`src/rtl/cdc_handshake_src.sv`:
```
// Source-domain half of a two-phase (toggle) multi-bit handshake crossing.
// Holds an accepted word on data_out, toggles req_tgl, and waits for the synchronized ack toggle.
module cdc_handshake_src #(
  parameter int WIDTH   = 32,
  parameter int N_STAGE = 2,
  parameter int CNT_W   = 16
) (
  input  logic             clk,
  input  logic             rst_n,
  input  logic [WIDTH-1:0] din,
  input  logic             din_valid,
  output logic             din_ready,
  output logic [WIDTH-1:0] data_out,
  output logic             req_tgl,
  input  logic             ack_tgl,
  output logic             busy,
  output logic [CNT_W-1:0] xfer_cnt,
  output logic             proto_err
);

  typedef enum logic [1:0] {
    ST_INIT     = 2'd0,
    ST_IDLE     = 2'd1,
    ST_WAIT_ACK = 2'd2
  } state_t;

  state_t state_q;
  state_t state_d;

  (* ASYNC_REG = "TRUE" *) logic [N_STAGE-1:0] ack_s;
  logic ack_sync;
  logic accept;
  logic complete;
  logic err_set;
  logic init_clear;

  // ack synchronizer: ack_s[0] is the only flop that sees the asynchronous input
  always_ff @(posedge clk) begin
    if (!rst_n) begin
      ack_s <= '0;
    end else begin
      ack_s <= {ack_s[N_STAGE-2:0], ack_tgl};
    end
  end

  assign ack_sync = ack_s[N_STAGE-1];

  // Leaving INIT needs the destination's ack level to agree with req_tgl at the pin and
  // across every synchronizer stage, so a stale ack still draining cannot open IDLE.
  assign init_clear = (ack_s == {N_STAGE{req_tgl}}) && (ack_tgl == req_tgl);

  always_comb begin
    state_d  = state_q;
    accept   = 1'b0;
    complete = 1'b0;
    err_set  = 1'b0;
    case (state_q)
      ST_INIT: begin
        if (init_clear) begin
          state_d = ST_IDLE;
        end
      end
      ST_IDLE: begin
        if (din_valid) begin
          accept  = 1'b1;
          state_d = ST_WAIT_ACK;
        end else if (ack_sync != req_tgl) begin
          err_set = 1'b1;
        end
      end
      ST_WAIT_ACK: begin
        if (ack_sync == req_tgl) begin
          complete = 1'b1;
          state_d  = ST_IDLE;
        end
      end
      default: begin
        state_d = ST_INIT;
      end
    endcase
  end

  // state, held word and request toggle
  always_ff @(posedge clk) begin
    if (!rst_n) begin
      state_q   <= ST_INIT;
      data_out  <= '0;
      req_tgl   <= 1'b0;
      xfer_cnt  <= '0;
      proto_err <= 1'b0;
    end else begin
      state_q <= state_d;
      if (accept) begin
        data_out <= din;
        req_tgl  <= ~req_tgl;
      end
      if (complete) begin
        xfer_cnt <= xfer_cnt + CNT_W'(1);
      end
      if (err_set) begin
        proto_err <= 1'b1;
      end
    end
  end

  assign din_ready = (state_q == ST_IDLE);
  assign busy      = (state_q == ST_WAIT_ACK);

endmodule
```
`config.mk`:
```
export PLATFORM = sky130hd
export DESIGN_NAME = cdc_handshake_src
export DESIGN_NICKNAME = d
export VERILOG_FILES = /design/src/rtl/cdc_handshake_src.sv
export SDC_FILE = /design/constraint.sdc
export NUM_CORES = 1
export LEC_CHECK = 0
export ABC_CLOCK_PERIOD_IN_PS = 2850
export CORE_MARGIN = 8
export CORE_UTILIZATION = 45
export DETAILED_ROUTE_END_ITERATION = 10
export PLACE_DENSITY = 0.87
export SLEW_MARGIN = 0
export SYNTH_ARGS = -nofsm -noshare
export SYNTH_HDL_FRONTEND = slang
export SYNTH_SLANG_ARGS = --single-unit
```
`constraint.sdc`:
```
create_clock -name clk -period 2.85 [get_ports clk]
set_input_delay 0.57 -clock clk [delete_from_list [all_inputs] [get_ports clk]]
set_output_delay 0.57 -clock clk [all_outputs]
set_load 0.005 [all_outputs]
```
Word level (Yosys, flattened, before mapping)
Index checks and enable logic that the tools add are counted.
Storage, ports and cells
  register bits after elaboration: 54
  input bits: 36
Cells by class
  $add $sub $neg: 1
  equal/unequal tests: 9
  muxes and demuxes: 11
  bitwise gates (word level): 1
  reductions and logical operators: 3
Operators with widths (number)
  $add A16 B1 Y16 const B: 1
  $mux W1: 7
  $mux W2: 3
  $pmux W2 S3: 1
  $ne A2 B2 Y1 const B: 2
  $reduce_and A3 Y1: 1
  $eq A1 B1 Y1: 2
  $eq A2 B1 Y1 const B: 1
  $eq A2 B2 Y1: 1
  $eq A2 B2 Y1 const B: 1
  $logic_not A2 Y1: 1
  $ne A2 B1 Y1 const B: 1
  $logic_and A1 B1 Y1: 1
  $ne A1 B1 Y1: 1
  $not A1 Y1: 1

Logic depth before layout (Yosys ltp)
  depth in word-level cells: 4
  mapped depth: 6

Worst setup path before layout
Ideal clock, no wire load.
  kind: register to register
  start: register xfer_cnt[3]
  end: register xfer_cnt[12]
  setup time: 70 ps
  arrival: 1495 ps
  data required time: 2780 ps
  setup slack: 1285 ps
  stages on the path, launching flop included: 6
  path buffers: 1
  path through: dfxtp_1 > and4_4 > nand4_4 > buf_6 > or4_1 > a21oi_1
Between the ends
  longest elaborated chain between the ends: 1
RTL lines
  start, declared: RTL line 17  | output logic [CNT_W-1:0] xfer_cnt,
  start signal, assigned: RTL line 98  | xfer_cnt <= xfer_cnt + CNT_W'(1);
  $add A16 B1 Y16: RTL line 98
No other way between the ends.
A chain may end at the register's enable or synchronous reset.

Final worst setup path
  start: register state_q[0]
  end: output din_ready
Between the ends
  longest elaborated chain between the ends: 1
RTL lines
  start, declared: RTL line 27  | state_t state_q;
  start signal, assigned: RTL line 92  | state_q <= state_d;
  $eq A2 B1 Y1: RTL line 106  | assign din_ready = (state_q == ST_IDLE);
  end, declared: RTL line 12  | output logic din_ready,
No other way between the ends.

==> summary.md <==
| Metric | Value |
|---|---|
| Ratio of final minimum period to clock period | 72.6% |
| Max-cap violation count | 0 |
| Synthesized area per cell | 8.45 sq um |
| Outcome | finished, final reports clean |
| Number of cells in the design after placement | 380 |
| Clk pin slew, worst setup/hold paths | 0.09 ns |
| Post-Route Setup TNS | 0 ns |
| Number of antenna repair diodes | 0 |
| Number of violations reported at the end of detailed-routing iteration 0 | 98 |
| Transition time of the tightest slew-check pin | roughly 0.55 ns |
| Startpoint of the worst-slack reg-to-reg timing path | req_tgl$_SDFFE_PN0P_ |
| Area leader, netlist | sky130_fd_sc_hd__dfxtp_1 |
| Relative slew slack | 63.2% |
| Most frequent standard cell in the layout excluding fill and tap cells | sky130_fd_sc_hd__clkdlybuf4s50_1 |
| Endpoints failing hold | 0 |
| CTS buffer count | 5 |
| Number of warnings issued by yosys | 0 |
| First-pass GRT wire length | 9410 microns |
| Mux cell area share after synthesis | 0.476% |
| Die Area | 7120 sq um |
| I/O pin count | 88 |
| Clk sinks | 54 |
| Overflow left after global routing | 0 |
| Element type at the critical path end | output port |
| Number of enable-type register cells in the synthesized netlist | 0 |
| Required time reported for the critical path endpoint | 2.28 ns |
| Effective utilization at floorplan | 45.4% |
| RSZ-0062 raised after global routing | false |
| Synth Instances | approximately 250 |
| Critical path type | reg2out |
| Crit-path max FO | 4 |
| Worst path cell trace | nor2b_1, clkdlybuf4s50_1 |
| Critical Path Max Stage Delay | 0.58 ns |
| Final non-filler cell total | 387 |
| Worst clock skew | 0.00379 ns |
| Routed Wire Length | 5460 microns |
| Die X-Extent | 84.4 microns |
| Startpoint of the lowest-slack hold path | data_out[10]$_SDFFE_PN0P_ |
| Peak ir drop on the vdd network | 0.000333 V |
| Basic-gate share of the synthesized area counting and, or, nand and nor cells | 26.2% |
| Total leakage power | about 1.1 nW |
| Vias per std cell | 5.08 |
| Number of buffers inserted to repair setup after CTS | 0 |
| Worst-skew pair later-pin latency | 0.29 ns |
| Number of cells upsized or downsized after cts | 0 |
| Port Buf Inserts | 87 |
| Net count after synthesis | 286 |
| First drt pass iteration count | 4 |
| CP arrival | 1.50 ns |
| Biggest area contributors in the synthesized netlist | sky130_fd_sc_hd__dfxtp_1 51%, sky130_fd_sc_hd__nand2_1 13%, sky130_fd_sc_hd__a21oi_1 9.8% |
| Maximum number of buffers from clock root to sink | 2 |
| Net total in the final layout | 370 |
| Placer's final routability congestion estimate | about 0.71 |
| Leading cell types in the layout, fill and taps excluded | 87 x sky130_fd_sc_hd__clkdlybuf4s50_1, 72 x sky130_fd_sc_hd__nand2_1, 54 x sky130_fd_sc_hd__dfxtp_1 |
| Count of final setup violators | 0 |
| Fraction of the mapped netlist area in adder cells | 0.595% |
| Maximum number of pins on one net before global-route repair | 34 |
| Detail Route Antenna Nets | 0 |
| Final HPWL DP | 4170 microns |
| Time the final worst path needs with I/O delays and setup | 2.07 ns |
| Number of H-tree levels | 2 |
| Power per cell area | 436 nW/um^2 |
| CP startpoint kind | register |
| Yosys cell types | 33 |
| Max Clk Rate | 483 MHz |
| Drt wl/cell | 14.1 microns |
| Initial antenna violation count | 0 |
| TritonCTS clock tree | built |
| Area inside the core boundary | about 4600 sq um |
| Slowest library cell on the worst path | sky130_fd_sc_hd__clkdlybuf4s50_1 |
| Via count of the first global-routing pass | 1985 |
| Max Slew Vio Count | 0 |
| Register-to-Register Setup Slack | 0.99 ns |
| Area fraction of the dominant cell type after synthesis | approximately half |
| Fraction of final layout cells with drive strength greater than 1 | 4.50% |
| Worst Hold Class | reg2reg |
| Register bit count reported by yosys | 54 |
| Most common flop cell mapped by yosys | sky130_fd_sc_hd__dfxtp_1 |
| DR vias | 1966 |
| Hold-fix buffers at CTS | 0 |
| Global-route total usage across every layer | 15.8% |
| Share of synthesized area occupied by flip-flops and latches | 51.4% |
| Async S/R FF share, synth | 0% |
| Die Span Y | 84.4 microns |
| Std cell rows | 25 |
| Layout-stage area growth over the synthesis result | 47.2% |
| DRC viols | 0 |
| Xor-xnor portion of the synthesized cell area | under 10% |
| Largest family of logic cells by synthesized area | simple AND/OR/NAND/NOR gates |
| Compound-gate portion of the synthesized area | 13.1% |
| Clock Tree Root | sky130_fd_sc_hd__clkbuf_8 |
| Area of the mapped netlist | 2100 sq um |
| Crit. Startpoint | state_q[0]$_SDFFE_PN0P_ |
| Final core utilization | 66.9% |
power breakdown:
| group | leakage [nW] | switching, mW | internal, mW | total, mW |
|---|---|---|---|---|
| registers | 0.437 | 0.0153 | 0.776 | 0.791 |
| clock network | 0.0383 | 0.219 | 0.170 | 0.388 |
| logic | 0.582 | 0.0676 | 0.103 | 0.171 |
sequential cells by signal (all words and copies together), names as in the netlist:
name,flops
ack_s,2
data_out,32
proto_err,1
xfer_cnt,16
req_tgl,1
state_q,2
critical path: cells and delay by family, from the launching register on:
family,cells,cell delay (ns)
buffers and inverters,1,0.58
DFF,1,0.36
and+or+nand+nor,1,0.28
layer usage:
layer  vias up  share of wire (%)  track usage, %
li1       1000                  -               -
met1       913                 42            17.1
met2        51                 49            27.9
met3         2                8.0            7.02
met4         0               0.40            2.43
met5         -                  0               0
logic make-up (layout without fill, tap and decap cells):
kind of cell | Yosys count | after routing
simple gates | 115 | 115
flops | 54 | 54
compound gates | 52 | 52
buf+inv | 17 | 101
xor+xnor | 9 | 9
fa+ha+maj | 1 | 1
mux | 1 | 1
path summary, 6_finish.rpt:
path	endpoint	cells after the start
setup / recovery	din_ready	2
hold / removal	data_out[10]$_SDFFE_PN0P_	2
setup reg to reg	xfer_cnt[15]$_SDFFE_PN0P_	4
hold reg to reg	data_out[10]$_SDFFE_PN0P_	2
Yosys cell counts, types with 2 or more instances:
cell / count
sky130_fd_sc_hd__or4_1: 7
sky130_fd_sc_hd__buf_2: 3
sky130_fd_sc_hd__a21oi_1: 41
sky130_fd_sc_hd__dfxtp_1: 54
sky130_fd_sc_hd__nand3_1: 5
sky130_fd_sc_hd__and2_1: 4
sky130_fd_sc_hd__xor2_1: 6
sky130_fd_sc_hd__nor2b_1: 3
sky130_fd_sc_hd__o31ai_1: 5
sky130_fd_sc_hd__xnor2_1: 2
sky130_fd_sc_hd__o21ai_1: 2
sky130_fd_sc_hd__inv_1: 3
sky130_fd_sc_hd__nor2_1: 10
sky130_fd_sc_hd__o21ai_0: 2
sky130_fd_sc_hd__clkbuf_1: 10
sky130_fd_sc_hd__or3_1: 2
sky130_fd_sc_hd__nand2_1: 72
sky130_fd_sc_hd__nand4_1: 3
cell type report:
| type | instances | area (sq um) |
|---|---|---|
| Fill cell | 402 | 1530 |
| Sequential cell | 54 | 1080 |
| Multi-Input combinational cell | 178 | 947 |
| Timing Repair Buffer | 91 | 913 |
| Clock buffer | 7 | 76.3 |
| Tap cell | 54 | 67.6 |
| Inverter | 3 | 11.3 |
metrics by stage:
stage	instance area (sq um)	hold slack, ns	setup slack [ns]	total power, mW
final	3100	0.456	0.782	1.35
after global routing	3100	0.478	0.675	1.41
after CTS	3100	0.459	0.791	1.36
after detailed placement	3020	0.446	0.759	0.981
after global placement	3020	0.440	0.836	0.978
after floorplan	2100	0.448	1.28	0.871
Power figures use the tool's default switching activity.
